**config.mk**
```make
export PLATFORM = sky130hd
export DESIGN_NAME = io_debounce_flat
export DESIGN_NICKNAME = d
export VERILOG_FILES = /design/src/rtl/tt_io_pkg.sv /design/src/rtl/io_debounce_if.sv /design/src/rtl/debounce_bit.sv /design/src/rtl/io_debounce.sv /design/src/flat_wrapper.sv
export SDC_FILE = /design/constraint.sdc
export NUM_CORES = 1
export LEC_CHECK = 0
export ABC_AREA = 0
export BUFFER_PORTS_ARGS = -buffer_cell sky130_fd_sc_hd__buf_2
export CORE_ASPECT_RATIO = 2
export CORE_UTILIZATION = 40
export CTS_CLUSTER_SIZE = 40
export DETAILED_ROUTE_END_ITERATION = 10
export HOLD_SLACK_MARGIN = 0.03
export SETUP_SLACK_MARGIN = 0.15
export SLEW_MARGIN = 20
export SYNTH_ARGS = -nofsm -noshare
export SYNTH_HDL_FRONTEND = slang
export SYNTH_HIERARCHICAL = 1
export SYNTH_SLANG_ARGS = --single-unit
```
**constraint.sdc**
```tcl
create_clock -name clk -period 1.2 [get_ports clk]
set_input_delay 0.12 -clock clk [delete_from_list [all_inputs] [get_ports clk]]
set_output_delay 0.12 -clock clk [all_outputs]
set_load 0.01 [all_outputs]
```
**src/rtl/tt_io_pkg.sv**
```systemverilog
// Constants shared by the tile's input-conditioning stage, the logic core and the top wrapper.
package tt_io_pkg;

    localparam int IO_WIDTH                = 8;
    localparam int DEBOUNCE_CYCLES_DEFAULT = 16;
    localparam int DEBOUNCE_CYCLES_MIN     = 2;
    localparam int DEBOUNCE_CYCLES_MAX     = 65535;

    function automatic bit debounce_cycles_legal(input int cycles);
        return (cycles >= DEBOUNCE_CYCLES_MIN) && (cycles <= DEBOUNCE_CYCLES_MAX);
    endfunction

endpackage

```
**src/rtl/io_debounce_if.sv**
```systemverilog
// Pad-side inputs and conditioned outputs of io_debounce, grouped as one bundle.
interface io_debounce_if #(
    parameter int WIDTH = tt_io_pkg::IO_WIDTH
);

    logic             ena;
    logic [WIDTH-1:0] raw_in;
    logic [WIDTH-1:0] clean_out;
    logic [WIDTH-1:0] rise;
    logic [WIDTH-1:0] fall;
    logic             changed;

    modport master (
        output ena, raw_in,
        input  clean_out, rise, fall, changed
    );

    modport slave (
        input  ena, raw_in,
        output clean_out, rise, fall, changed
    );

endinterface

```
**src/rtl/debounce_bit.sv**
```systemverilog
// One conditioned input bit: 2-flop synchronizer, stability counter, accepted level and edge pulses.
module debounce_bit #(
    parameter int DEBOUNCE_CYCLES = 4,
    parameter int CNT_W           = $clog2(DEBOUNCE_CYCLES)
) (
    input  logic clk,
    input  logic rst,
    input  logic ena,
    input  logic raw,
    output logic clean,
    output logic rise,
    output logic fall,
    output logic pulse_nxt
);

    localparam logic [CNT_W-1:0] CNT_MAX = CNT_W'(DEBOUNCE_CYCLES - 1);

    logic             s1_q, s1_d;
    logic             s2_q, s2_d;
    logic [CNT_W-1:0] cnt_q, cnt_d;
    logic             clean_q, clean_d;
    logic             rise_q, rise_d;
    logic             fall_q, fall_d;

    always_comb begin
        s1_d    = raw;
        s2_d    = s1_q;
        cnt_d   = cnt_q;
        clean_d = clean_q;
        rise_d  = 1'b0;
        fall_d  = 1'b0;
        // With ena low the counter and level freeze so counting resumes where it left off.
        if (ena) begin
            if (s2_q == clean_q) begin
                cnt_d = '0;
            end else if (cnt_q == CNT_MAX) begin
                clean_d = s2_q;
                cnt_d   = '0;
                rise_d  = s2_q;
                fall_d  = ~s2_q;
            end else begin
                cnt_d = cnt_q + 1'b1;
            end
        end
    end

    always_ff @(posedge clk) begin
        if (rst) begin
            s1_q    <= 1'b0;
            s2_q    <= 1'b0;
            cnt_q   <= '0;
            clean_q <= 1'b0;
            rise_q  <= 1'b0;
            fall_q  <= 1'b0;
        end else begin
            s1_q    <= s1_d;
            s2_q    <= s2_d;
            cnt_q   <= cnt_d;
            clean_q <= clean_d;
            rise_q  <= rise_d;
            fall_q  <= fall_d;
        end
    end

    assign clean     = clean_q;
    assign rise      = rise_q;
    assign fall      = fall_q;
    assign pulse_nxt = rise_d | fall_d;

endmodule

```
**src/rtl/io_debounce.sv**
```systemverilog
// Synchronizes and debounces the tile's pad inputs; emits per-bit rise/fall pulses and a summary
// changed flag, all registered.
module io_debounce
    import tt_io_pkg::*;
#(
    parameter int WIDTH           = IO_WIDTH,
    parameter int DEBOUNCE_CYCLES = DEBOUNCE_CYCLES_DEFAULT,
    parameter int CNT_W           = $clog2(DEBOUNCE_CYCLES)
) (
    input  logic          clk,
    input  logic          rst,
    io_debounce_if.slave  bus
);

    if (!debounce_cycles_legal(DEBOUNCE_CYCLES)) begin : g_bad_cycles
        $error("io_debounce: DEBOUNCE_CYCLES must be in 2..65535");
    end
    if (CNT_W != $clog2(DEBOUNCE_CYCLES)) begin : g_bad_cnt_w
        $error("io_debounce: CNT_W is derived and must not be overridden");
    end

    logic [WIDTH-1:0] clean_w;
    logic [WIDTH-1:0] rise_w;
    logic [WIDTH-1:0] fall_w;
    logic [WIDTH-1:0] pulse_nxt_w;
    logic             changed_q, changed_d;

    for (genvar i = 0; i < WIDTH; i++) begin : g_bit
        debounce_bit #(
            .DEBOUNCE_CYCLES (DEBOUNCE_CYCLES),
            .CNT_W           (CNT_W)
        ) u_bit (
            .clk       (clk),
            .rst       (rst),
            .ena       (bus.ena),
            .raw       (bus.raw_in[i]),
            .clean     (clean_w[i]),
            .rise      (rise_w[i]),
            .fall      (fall_w[i]),
            .pulse_nxt (pulse_nxt_w[i])
        );
    end

    // Built from the bits' next-pulse terms so changed lands in the same cycle as rise/fall.
    always_comb begin
        changed_d = |pulse_nxt_w;
    end

    always_ff @(posedge clk) begin
        if (rst) changed_q <= 1'b0;
        else     changed_q <= changed_d;
    end

    assign bus.clean_out = clean_w;
    assign bus.rise      = rise_w;
    assign bus.fall      = fall_w;
    assign bus.changed   = changed_q;

endmodule
```
**src/flat_wrapper.sv**
```systemverilog
// flat-port wrapper written by rule: the top's interface ports become plain ports
module io_debounce_flat import tt_io_pkg::*;
#(
    parameter int WIDTH           = IO_WIDTH,
    parameter int DEBOUNCE_CYCLES = DEBOUNCE_CYCLES_DEFAULT,
    parameter int CNT_W           = $clog2(DEBOUNCE_CYCLES)
)
  (clk, rst, bus_ena, bus_raw_in, bus_clean_out, bus_rise, bus_fall, bus_changed);
  io_debounce_if #(.WIDTH(WIDTH)) bus_i ();
  input  logic clk;
  input  logic rst;
  input wire logic [$bits(bus_i.ena)-1:0] bus_ena;
  input wire logic [$bits(bus_i.raw_in)-1:0] bus_raw_in;
  output wire logic [$bits(bus_i.clean_out)-1:0] bus_clean_out;
  output wire logic [$bits(bus_i.rise)-1:0] bus_rise;
  output wire logic [$bits(bus_i.fall)-1:0] bus_fall;
  output wire logic [$bits(bus_i.changed)-1:0] bus_changed;
  assign bus_i.ena = bus_ena;
  assign bus_i.raw_in = bus_raw_in;
  assign bus_clean_out = bus_i.clean_out;
  assign bus_rise = bus_i.rise;
  assign bus_fall = bus_i.fall;
  assign bus_changed = bus_i.changed;
  io_debounce #(.WIDTH(WIDTH), .DEBOUNCE_CYCLES(DEBOUNCE_CYCLES), .CNT_W(CNT_W)) u_core (.clk(clk), .rst(rst), .bus(bus_i));
endmodule
```
# Word level (Yosys, flattened, before mapping)
# Cells that the tools add are included.
# classes
add_sub_neg,8
n_eq_ne,16
mux,64
bitwise_logic,24
reduce_logical,9
# ops
operator,n
two-way mux 4 bit,16
two-way mux 1 bit,48
"adder 4 x 1 -> 4 bit, second input constant",8
"== test 4 bit, second input constant",8
AND reduction 3 bit,8
inverter 1 bit,16
== test 1 bit,8
OR 1 bit,8
OR reduction 8 bit,1
# totals
regBits,73
input_bits,11

# Depth between registers and ports, before layout
# Gate-level depths: netlist (run 1).
# logic_depth
word_depth,6
depth_mapped,6
mapped_depth_nobuf,6

# By module
# Netlist (run 1), hierarchy kept.
# modules_own_cells
mod,n_inst,cells_per_inst,area_per_inst_um2,seq_area_each_um2
debounce_bit,8,43,385.4,180.2
io_debounce,1,4,37.5,20.0

# Worst setup path after synthesis (run 1)
# Ideal clock, no wire load.
# synth_timing
kind,flip-flop to flip-flop
startpoint,register u_core.g_bit[1].u_bit.cnt_q[0]
endpoint,register u_core.changed_q (netlist: u_core/bus.changed)
setup_ns,0.127
arrival_time_ns,1.205
setup_slack_ns,-0.132
stages_incl_launch_ff,7
cell_sequence,dfxtp_1 ha_1 and3_1 nand3_2 inv_1 nor4_1 a21oi_1
# synth_via
elab_chain_len,6
word_cells_on_any_way,9
cone_classes,eq/ne (1); mux (6); bitwise (1); reduce/logical (1)
# synth_lines
item,line_no,rtl
start: declaration,debounce_bit.sv:20,"logic [CNT_W-1:0] cnt_q, cnt_d;"
start signal: assignment,debounce_bit.sv:58,cnt_q <= cnt_d;
== test 4 bit *,debounce_bit.sv:36,end else if (cnt_q == CNT_MAX) begin
two-way mux 1 bit,debounce_bit.sv:36,
two-way mux 1 bit,debounce_bit.sv:34,if (s2_q == clean_q) begin
two-way mux 1 bit,debounce_bit.sv:33,if (ena) begin
OR 1 bit *,debounce_bit.sv:68,assign pulse_nxt = rise_d | fall_d;
net u_core.pulse_nxt_w[1],io_debounce.sv:25,logic [WIDTH-1:0] pulse_nxt_w;
OR reduction 8 bit *,io_debounce.sv:46,changed_d = |pulse_nxt_w;
end signal: assignment,io_debounce.sv:51,else changed_q <= changed_d;
end: declaration,io_debounce.sv:26,"logic changed_q, changed_d;"
# Mark *: on every way through the listed nets, which the timed path passes. The rest lies on a longest branch.
# A chain may end at the register's enable or synchronous reset.

# Worst setup path in the final report (run 1)
# layout_timing
startpoint,register u_core.g_bit[2].u_bit.cnt_q[1]
endpoint,register u_core.changed_q (netlist: u_core/bus.changed)
# layout_via
elab_chain_len,6
word_cells_on_any_way,9
cone_classes,eq/ne (1); mux (6); bitwise (1); reduce/logical (1)
# layout_lines
item,line_no
start: declaration,debounce_bit.sv:20
start signal: assignment,debounce_bit.sv:58
== test 4 bit *,debounce_bit.sv:36
two-way mux 1 bit,debounce_bit.sv:36
two-way mux 1 bit,debounce_bit.sv:34
two-way mux 1 bit,debounce_bit.sv:33
OR 1 bit *,debounce_bit.sv:68
net u_core.pulse_nxt_w[2],io_debounce.sv:25
OR reduction 8 bit *,io_debounce.sv:46
# Marked as above.

==> results of run 1 <==
==> layout by cell type (no fill, tap or decap), drive strengths merged <==
| cell type | n |
|---|---|
| a21oi | 33 |
| a31oi | 8 |
| and3 | 8 |
| buf | 109 |
| bufinv | 3 |
| clkbuf | 11 |
| clkinv | 1 |
| clkinvlp | 1 |
| dfxtp | 73 |
| dlygate4sd3 | 8 |
| ha | 8 |
| inv | 40 |
| mux2i | 8 |
| nand2 | 32 |
| nand3 | 48 |
| nand4 | 8 |
| nor2 | 8 |
| nor2b | 16 |
| nor3 | 8 |
| nor3b | 8 |
| nor4 | 2 |
| nor4bb | 8 |
| o2111ai | 8 |
| o31ai | 8 |
| xor2 | 8 |
==> synthesized netlist by cell type <==
library cell	number	area [um2]
o31ai_1	8	60.1
nor3b_1	8	60.1
nor2_1	8	30.0
a21oi_1	33	165
mux2i_1	8	80.1
xor2_2	8	130
nor2b_1	16	100
clkbuf_1	8	30.0
nand3_1	40	200
nand3_2	8	80.1
nand4_1	8	50.1
nor4bb_1	8	80.1
nand2_1	32	120
nor4_1	2	12.5
nor3_1	8	40.0
dfxtp_1	73	1460
inv_1	40	150
a31oi_1	8	50.1
o2111ai_1	8	70.1
and3_1	8	50.1
ha_1	8	100
==> final timing paths <==
check / start / slack (ns) / to / depth (start not counted)
worst min register to register: u_core/g_bit[5].u_bit/s1_q$_SDFF_PP0_ / 0.44 / u_core/g_bit[5].u_bit/s2_q$_SDFF_PP0_ / 1
worst min-delay path: bus_ena / 0.23 / u_core/g_bit[5].u_bit/cnt_q[0]$_SDFFE_PP0P_ / 4
worst max register to register: u_core/g_bit[2].u_bit/cnt_q[1]$_SDFFE_PP0P_ / -0.09 / u_core/bus.changed$_SDFF_PP0_ / 6
worst max-delay path: u_core/g_bit[2].u_bit/cnt_q[1]$_SDFFE_PP0P_ / -0.09 / u_core/bus.changed$_SDFF_PP0_ / 6
==> critical path: stages, from the launching register on <==
cell and delay [ns]:
dfxtp_4 0.35, ha_4 0.15, and3_4 0.18, nand3_4 0.08
inv_4 0.04, nor4_4 0.26, a21oi_1 0.10
==> area by class of cell <==
class	instances	area, um2	share of cell area (%)
Timing Repair Buffer	117	983	18.5
Multi-Input combinational cell	227	2160	40.8
Inverter	40	155	2.92
Clock buffer	11	243	4.57
Sequential cell	73	1540	29.1
Clock inverter	5	103	1.93
Tap cell	94	118	2.22
==> repair_timing <==
action	in CTS	in global routing
endpoints found under the hold margin	8	0
gates resized for setup	66	90
pin swaps	38	49
endpoints found under the setup margin	48	54
hold buffers	8	0
buffers inserted	4	8
==> power groups by stage <==
stage | clock network, mW | registers [mW] | logic (mW)
2_1_floorplan | 0 | 2.53 | 0.129
3_3_place_gp | 0 | 2.53 | 0.274
3_5_place_dp | 0 | 2.53 | 0.278
4_1_cts | 3.14 | 2.47 | 0.319
5_1_grt | 3.27 | 2.46 | 0.402
6_report | 3.08 | 2.46 | 0.374
==> kinds of logic after synthesis <==
family / count (synthesis) / synth area share, %
buffers and inverters: 48 / 5.77
AO/OA/AOI/OAI: 57 / 11.1
multiplexers: 8 / 2.57
AND/OR/NAND/NOR: 146 / 26.4
adder cells (fa/ha/maj): 8 / 3.21
XOR/XNOR: 8 / 4.17
flip-flops: 73 / 46.8
==> flip-flops by register name, indices dropped and copies added (netlist names) <==
name / flops
u_core/g_bit.u_bit/rise: 8
u_core/g_bit.u_bit/s2_q: 8
u_core/g_bit.u_bit/fall: 8
u_core/g_bit.u_bit/s1_q: 8
u_core/bus.changed: 1
u_core/g_bit.u_bit/cnt_q: 32
u_core/g_bit.u_bit/clean: 8
==> metrics by stage <==
| stage | setup TNS (ns) | instances | instance area (um2) |
|---|---|---|---|
| after floorplan | -0.0140 | 348 | 3280 |
| after global placement | -0.120 | 531 | 4040 |
| after detailed placement | -0.132 | 531 | 4040 |
| after CTS | -0.0933 | 559 | 4800 |
| after global routing | -0.250 | 567 | 5310 |
| final | -0.133 | 567 | 5310 |
==> metal layers <==
metal  share of wire (%)  vias up
met5                   0        -
met4                 2.7        0
met3                 3.6       19
met2                  55       77
met1                  38     1476
li1                    -     1458
==> results.py, run 1 <==
metrics = {
    "floorplanning": {
        "fp-row-count": 45,
        "start_util_pct": 41.4,
        "die_w_um": 64.5,
        "die_y_um": 127,
        "die_area_um2": 8180,
        "core_area_um2": 7540,
        "io_pins": 36,
    },
    "pwr": {
        "p_per_area_nw_per_um2": 1110,
        "p_leak_nw": 2.13,
        "switching_power_mw": 1.23,
        "seqPwrFrac_pct": 41.6,
        "power_frac_clock_pct": 52.0,
        "intPower_mw": 4.68,
        "switching_share_pct": 20.9,
        "comb_power_share_pct": 6.3,
        "finalPower_mw": 5.91,
        "ir_drop_uv": 1200,
    },
    "timing": {
        "report.final.hold_viol_count": 0,
        "hold_ws_ns": 0.233,
        "relSlewSlack_pct": 83.0,
        "rsz0062_at_grt": "yes",
        "post-route-period-util_pct": 108,
        "slew_violations": 0,
        "tightest_slew_ns": 0.252,
        "setup_violations": 2,
        "fin_crit_ns": 1.29,
        "clock.fmax_mhz": 774,
        "fin_worst_skew_ns": 0.00413,
        "worst_slack_ns": -0.0924,
    },
    "routing": {
        "antenna_left": 0,
        "viasPerCell": 5.34,
        "drt_wl_total_um": 8530,
        "drc_errors": 0,
        "drt_iter0_markers": 121,
        "num_vias": 3030,
        "wl_per_cell_um": 15.0,
        "firstDrtPassIters": 4,
    },
    "run_status": {
        "failed_checks": "setup timing",
        "outcome": "finished with violations",
    },
    "grt": {
        "top_usage_layer": "met2",
        "grt_use_met2_pct": 37.0,
        "met1_usage_pct": 21.1,
        "grt_pass1_wl_um": 13000,
        "grt_overflow": 0,
        "grtUsageMet3_pct": 6.12,
        "antenna_found_initial": 0,
        "grt_pass1_vias": 2969,
        "track_usage_pct": 20.7,
        "grt_max_degree": 40,
    },
    "clock_tree": {
        "cts_buffer_depth": 2,
        "cts_tree": "yes",
        "clk_pin_slew_worst_paths_ns": 0.06,
        "htreeDepth": 3,
        "insertion_delay_ns": 0.33,
        "cts_buffers": 9,
        "root_buffer": "clkbuf_16",
        "clock_sinks": 73,
    },
    "worst_setup_path": {
        "cp.arrival_ns": 1.50,
        "cp_max_fo": 4,
        "worstSetupPathType": "reg2reg",
        "startpoint_type": "register",
        "cp_data_required_time_ns": 1.41,
        "worst_setup_path_end_kind": "register",
    },
    "final_layout": {
        "num-fill-cells": 535,
        "drive_above_1_share_pct": 55.2,
        "final_util_pct": 70.3,
        "area_growth_pct": 70.1,
        "finalNetCount": 487,
        "antennaDiodeCount": 0,
    },
    "job": {
        "drv_cap": 0,
    },
    "hold_path": {
        "hold_class": "in2reg",
    },
    "synth": {
        "yosysSeqAreaShare_pct": 46.8,
        "ys_seq_elements": 73,
        "yosysUniqueCellTypes": 21,
        "netlist_area_um2": 3120,
        "synth_nets": 367,
        "syn_inst": 348,
        "synth.yosys.warnings": 6,
        "syn_area_per_cell_um2": 8.97,
    },
    "placement": {
        "port_buffers": 35,
        "hpwl_um": 5070,
        "gp_congestion": 0.850,
        "post-place-ws_ns": -0.132,
    },
}
Power figures use the tool's default switching activity.
==> inputs of run 2 (changes only) <==
--- a/config.mk
+++ b/config.mk
@@ -7,7 +7,6 @@
 export LEC_CHECK = 0
 export ABC_AREA = 0
 export BUFFER_PORTS_ARGS = -buffer_cell sky130_fd_sc_hd__buf_2
-export CORE_ASPECT_RATIO = 2
 export CORE_UTILIZATION = 40
 export CTS_CLUSTER_SIZE = 40
 export DETAILED_ROUTE_END_ITERATION = 10
==> run 2 against run 1 <==
- the flow still finishes with violations (setup timing)
- cell count increased by 0.88%
- critical path depth unchanged
- sequential power about the same
- critical endpoint unchanged
- largest cell class unchanged
==> results.py, run 2 (synthesized netlist as in run 1, its figures left out) <==
metrics = {
    "routing": {
        "drt_iter0_markers": 143,
        "num_vias": 2946,
        "antenna_left": 0,
        "dr_wl_met2_um": 4090,
        "dr.max_layer_used": "met4",
        "drt-met1-wl_um": 3360,
        "wl_per_cell_um": 13.6,
        "drt_wl_total_um": 7790,
        "drc_errors": 0,
        "firstDrtPassIters": 4,
        "viasPerCell": 5.15,
        "wl_met3_um": 250,
    },
    "worst_setup_path": {
        "cp_data_required_time_ns": 1.42,
        "slowest_stage": "dfxtp_2",
        "worst_setup_path_end_kind": "register",
        "cp_slowest_stage_delay_ns": 0.33,
        "cp_max_fo": 2,
        "startpoint_type": "register",
        "worst-path-buf-inv": 1,
        "cp.arrival_ns": 1.50,
        "path_delay_family": "simple AND/OR/NAND/NOR gates",
        "worstSetupPathType": "reg2reg",
        "path_cells": "ha_4 > and3_4 > nand3_4 > inv_2 > nor4_4 > a21oi_1",
    },
    "timing": {
        "setup_violations": 3,
        "fin_worst_skew_ns": 0.00728,
        "post-route-period-util_pct": 106,
        "fin_crit_ns": 1.28,
        "worst_slack_ns": -0.0764,
        "report.final.hold_viol_count": 0,
        "hold_ws_ns": 0.212,
        "slew_violations": 0,
        "clock.fmax_mhz": 783,
        "rsz0062_at_grt": "yes",
        "tightest_slew_ns": 0.309,
        "relSlewSlack_pct": 79.4,
        "fin_tns_setup_ns": -0.103,
    },
    "floorplanning": {
        "die_w_um": 90.3,
        "die_area_um2": 8160,
        "fp-row-count": 31,
        "core_area_um2": 7410,
        "start_util_pct": 42.1,
        "die_y_um": 90.3,
        "io_pins": 36,
    },
    "pwr": {
        "finalPower_mw": 4.35,
        "p_per_area_nw_per_um2": 840,
        "p_leak_nw": 2.06,
        "ir_drop_uv": 649,
    },
    "final_layout": {
        "final_cell_mix": "buf_6, dfxtp_1, inv_1, buf_4, nand3_1",
        "largest_reg_flops": 32,
        "final_common_cell": "buf_6",
        "largest-register": "u_core/g_bit.u_bit/cnt_q",
        "num-fill-cells": 555,
        "antennaDiodeCount": 0,
        "final_cells": 572,
        "drive_above_1_share_pct": 53.9,
        "finalNetCount": 491,
        "area_growth_pct": 65.9,
    },
    "placement": {
        "dp_cells": 540,
        "hpwl_um": 4820,
        "port_buffers": 35,
        "gp_congestion": 0.844,
    },
    "grt": {
        "grt_max_degree": 35,
        "antenna_found_initial": 0,
        "grt_overflow": 0,
        "track_usage_pct": 18.4,
        "grt_pass1_wl_um": 12300,
        "grt_pass1_vias": 2862,
    },
    "clock_tree": {
        "clk_pin_slew_worst_paths_ns": 0.07,
        "cts_tree": "yes",
        "root_buffer": "clkbuf_8",
        "cts_buffer_depth": 2,
        "clock_sinks": 73,
        "cts_buffers": 9,
        "htreeDepth": 3,
        "insertion_delay_ns": 0.34,
    },
    "hold_path": {
        "hold_class": "in2reg",
    },
    "run_status": {
        "outcome": "finished with violations",
        "failed_checks": "setup timing",
    },
    "job": {
        "drv_cap": 0,
    },
}
## run 2: cell type report
class	count	area (um2)	area share [%]
tap	99	124	2.39
timing repair buffer	121	1060	20.5
clock buffer	10	128	2.46
clock inverter	2	10.0	0.193
multi-input combinational	227	2160	41.7
inverter	40	150	2.90
sequential	73	1540	29.8
## run 2: worst reg2reg max path: cells and delay by family, from the launching register on
family	cells	cell delay, ns
AO/OA/AOI/OAI	1	0.10
flip-flops	1	0.33
adder cells (fa/ha/maj)	1	0.16
AND/OR/NAND/NOR	3	0.53
buffers and inverters	1	0.04
## run 2: timing repair
item                       4_1_cts  5_1_grt
hold endpoints to repair         8        0
buffers inserted                 9        3
setup endpoints to repair       50       58
gates resized for setup         83       76
pin swaps                       42       44
hold buffers                     8        0
## run 2: worst paths after layout
kind                                                             startpoint                                    end  slack [ns]  cells past startpoint
worst min-delay path                                                    rst  u_core/g_bit[4].u_bit/s2_q$_SDFF_PP0_        0.21                      3
worst min register to register        u_core/g_bit[7].u_bit/s1_q$_SDFF_PP0_  u_core/g_bit[7].u_bit/s2_q$_SDFF_PP0_        0.43                      1
worst max register to register  u_core/g_bit[4].u_bit/cnt_q[1]$_SDFFE_PP0P_          u_core/bus.changed$_SDFF_PP0_       -0.08                      6
worst max-delay path            u_core/g_bit[4].u_bit/cnt_q[1]$_SDFFE_PP0P_          u_core/bus.changed$_SDFF_PP0_       -0.08                      6
## run 2: report_power, final
part           switching (mW)  internal (mW)  total (mW)  leakage [nW]
Clock                   0.803          0.697        1.50        0.0737
Combinational           0.214          0.178       0.392          1.38
Sequential             0.0283           2.43        2.46         0.613
Total                    1.04           3.31        4.35          2.06
## run 2: per-layer routing
layer	vias to the layer above	track usage, %
li1	1465	-
met1	1417	21.7
met2	56	32.8
met4	0	6.05
met5	-	0
met3	8	4.38
## run 2: through the flow
step                      instance area (um2)  utilization [%]  worst slack (ns)
after floorplan                          3280                -           -0.0140
after global placement                   4100             55.4            -0.244
after detailed placement                 4100             55.4            -0.279
after CTS                                4760             64.2            -0.115
after global routing                     5180             69.9            -0.134
final                                    5180             69.9           -0.0764
==> inputs of run 3 (changes only) <==
--- a/config.mk
+++ b/config.mk
@@ -5,7 +5,7 @@
 export SDC_FILE = /design/constraint.sdc
 export NUM_CORES = 1
 export LEC_CHECK = 0
-export ABC_AREA = 0
+export ABC_AREA = 1
 export BUFFER_PORTS_ARGS = -buffer_cell sky130_fd_sc_hd__buf_2
 export CORE_UTILIZATION = 40
 export CTS_CLUSTER_SIZE = 40
==> run 3 against run 2 <==
- the flow now finishes without violations
- register-to-register slack better by 0.08 ns
- total power up 17%
- worst setup slack better by 0.084 ns
- worst hold slack worse by 0.15 ns
- largest cell class unchanged
- highest routed layer unchanged
==> results.py, run 3 <==
metrics = {
    "floorplanning": {
        "fp-row-count": 32,
        "die_w_um": 91.3,
        "start_util_pct": 41.3,
        "core_area_um2": 7730,
        "die_y_um": 91.3,
        "die_area_um2": 8340,
        "io_pins": 36,
    },
    "timing": {
        "rsz0062_at_grt": "yes",
        "tightest_slew_ns": 0.275,
        "slew_violations": 0,
        "report.final.hold_viol_count": 0,
        "setup_violations": 0,
        "fin_tns_setup_ns": 0,
        "post-route-period-util_pct": 99.4,
        "worst_slack_ns": 0.00727,
        "relSlewSlack_pct": 81.5,
        "fin_worst_skew_ns": 0.00782,
        "clock.fmax_mhz": 838,
        "fin_crit_ns": 1.19,
    },
    "pwr": {
        "comb_power_share_pct": 5.4,
        "power_frac_clock_pct": 45.7,
        "ir_drop_uv": 494,
        "p_leak_nw": 2.02,
        "p_per_area_nw_per_um2": 1120,
        "intPower_mw": 3.96,
        "seqPwrFrac_pct": 48.9,
        "switching_share_pct": 22.1,
        "switching_power_mw": 1.12,
    },
    "synth": {
        "yosys.area_share.simple_pct": 31.3,
        "synth_flop_cell": "dfxtp_1",
        "ys_seq_elements": 73,
        "syn_area_per_cell_um2": 7.96,
        "yosysSeqAreaShare_pct": 45.8,
        "synth.area.mux_share_pct": 0,
        "synthTopCellsByCount": "nand2_1, dfxtp_1, inv_1",
        "synth_compound_area_share_pct": 10.3,
        "yosysMostFrequentCell": "nand2_1",
        "yosysUniqueCellTypes": 17,
        "synth-adder-area-share_pct": 3.13,
        "syn_inst": 401,
        "synth.area.top_cells": "dfxtp_1, nand2_1, inv_1",
        "yosysTopAreaCell": "dfxtp_1",
        "synth_nets": 420,
        "async_flop_share_pct": 0,
        "synth_xor_area_share_pct": 0,
        "netlist_area_um2": 3190,
        "synth_edf_count": 0,
        "synth_top_cell_area_share_pct": 45.8,
        "synth_top_family_by_area": "simple AND/OR/NAND/NOR gates",
        "synth.yosys.warnings": 6,
    },
    "hold_path": {
        "hold_class": "in2reg",
    },
    "placement": {
        "dp_cells": 560,
        "hpwl_um": 4240,
        "gp_congestion": 0.778,
        "post-place-ws_ns": -0.0641,
        "port_buffers": 35,
    },
    "grt": {
        "grt_overflow": 0,
        "antenna_found_initial": 0,
        "grt_max_degree": 37,
        "grt_pass1_vias": 2563,
        "track_usage_pct": 15.7,
        "grt_pass1_wl_um": 10600,
    },
    "worst_setup_path": {
        "startpoint_type": "register",
        "cp.arrival_ns": 1.47,
        "path_cells": "ha_4 > nand2_4 > nor2_4 > inv_2 > nor2_4 > buf_6 > nand3_2 > o21ai_1",
        "worst_setup_path_end_kind": "register",
        "slowest_stage": "dfxtp_2",
        "cp_max_fo": 2,
        "cp_data_required_time_ns": 1.48,
        "cpMostUsedCell": "nor2_4",
        "cp_slowest_stage_delay_ns": 0.36,
        "worstSetupPathType": "reg2reg",
    },
    "routing": {
        "drt_iter0_markers": 92,
        "dr.max_layer_used": "met4",
        "wl_met3_um": 178,
        "drt-met1-wl_um": 2930,
        "wl_per_cell_um": 10.4,
        "antenna_left": 0,
        "firstDrtPassIters": 5,
        "drt_wl_total_um": 6280,
        "dr_wl_met2_um": 3060,
        "num_vias": 2777,
        "drc_errors": 0,
        "viasPerCell": 4.61,
    },
    "clock_tree": {
        "root_buffer": "clkbuf_8",
        "clk_pin_slew_worst_paths_ns": 0.08,
        "cts_buffers": 9,
        "clock_sinks": 73,
        "insertion_delay_ns": 0.35,
        "cts_tree": "yes",
        "htreeDepth": 3,
        "cts_buffer_depth": 2,
    },
    "final_layout": {
        "final_cell_mix": "nand2_1, inv_1, dfxtp_1",
        "largest-register": "u_core/g_bit.u_bit/cnt_q",
        "antennaDiodeCount": 0,
        "drive_above_1_share_pct": 43.0,
        "final_common_cell": "nand2_1",
        "finalNetCount": 514,
        "final_cells": 602,
        "final_util_pct": 58.8,
        "num-fill-cells": 703,
        "area_growth_pct": 42.3,
        "largest_reg_flops": 32,
    },
    "job": {
        "drv_cap": 0,
    },
    "run_status": {
        "outcome": "complete, no violations",
    },
}
-- run 3: cells by family (layout without fill, tap and decap cells) --
group                    count (synthesis)  in the layout
AND/OR/NAND/NOR                        184            184
AO/OA/AOI/OAI                           56             56
flip-flops                              73             73
adder cells (fa/ha/maj)                  8              8
buffers and inverters                   80            179
-- run 3: area by class of cell --
class / instances / area [um2] / share of cell area (%)
multi-input cells: 248 / 1740 / 38.2
flip-flops and latches: 73 / 1510 / 33.1
repair buffers: 83 / 633 / 13.9
inverters: 80 / 300 / 6.61
well taps: 102 / 128 / 2.81
clock buffers: 9 / 124 / 2.73
clock inverters: 7 / 118 / 2.59
-- run 3: path summary, 6_finish.rpt --
kind / from / end / slack, ns / depth (start not counted)
min reg2reg: u_core/g_bit[6].u_bit/s1_q$_SDFF_PP0_ / u_core/g_bit[6].u_bit/s2_q$_SDFF_PP0_ / 0.40 / 2
max reg2reg: u_core/g_bit[1].u_bit/cnt_q[0]$_SDFFE_PP0P_ / u_core/g_bit[1].u_bit/clean$_SDFFE_PP0P_ / 0.007 / 8
max: u_core/g_bit[1].u_bit/cnt_q[0]$_SDFFE_PP0P_ / u_core/g_bit[1].u_bit/clean$_SDFFE_PP0P_ / 0.007 / 8
min: rst / u_core/g_bit[0].u_bit/s2_q$_SDFF_PP0_ / 0.06 / 2
-- run 3: what timing repair did --
| action | 4_1_cts | 5_1_grt |
|---|---|---|
| resized for setup | 40 | 45 |
| setup endpoints to repair | 35 | 51 |
| pin swaps | 22 | 11 |
| buffers inserted | 6 | 12 |
| hold buffers | 8 | 0 |
| endpoints found under the hold margin | 8 | 0 |
-- run 3: power groups by stage --
stage / Clock, mW / Combinational [mW] / Sequential, mW
floorplan: 0 / 0.101 / 2.54
global placement: 0 / 0.229 / 2.53
detailed placement: 0 / 0.233 / 2.54
CTS: 2.37 / 0.265 / 2.48
global route: 2.48 / 0.306 / 2.49
finish: 2.32 / 0.274 / 2.48
-- run 3: routing by layer --
layer,GRT usage [%],vias to the layer above
li1,-,1452
met1,18.8,1278
met2,26.7,36
met3,3.85,11
met4,6.75,0
met5,0,-
-- run 3: through the flow --
step                      hold WS [ns]  cell area (um2)  power [mW]
after global placement           0.322             3740        2.76
after floorplan                  0.182             3230        2.64
after CTS                       0.0609             4300        5.12
after detailed placement         0.327             3740        2.77
after global routing            0.0695             4540        5.28
final                           0.0630             4540        5.08
-- run 3: critical path, delay by kind of cell, from the launching register on --
| kind | cells | cell delay [ns] |
|---|---|---|
| AND/OR/NAND/NOR | 4 | 0.37 |
| adder cells (fa/ha/maj) | 1 | 0.15 |
| AO/OA/AOI/OAI | 1 | 0.07 |
| buffers and inverters | 2 | 0.18 |
| flip-flops | 1 | 0.36 |
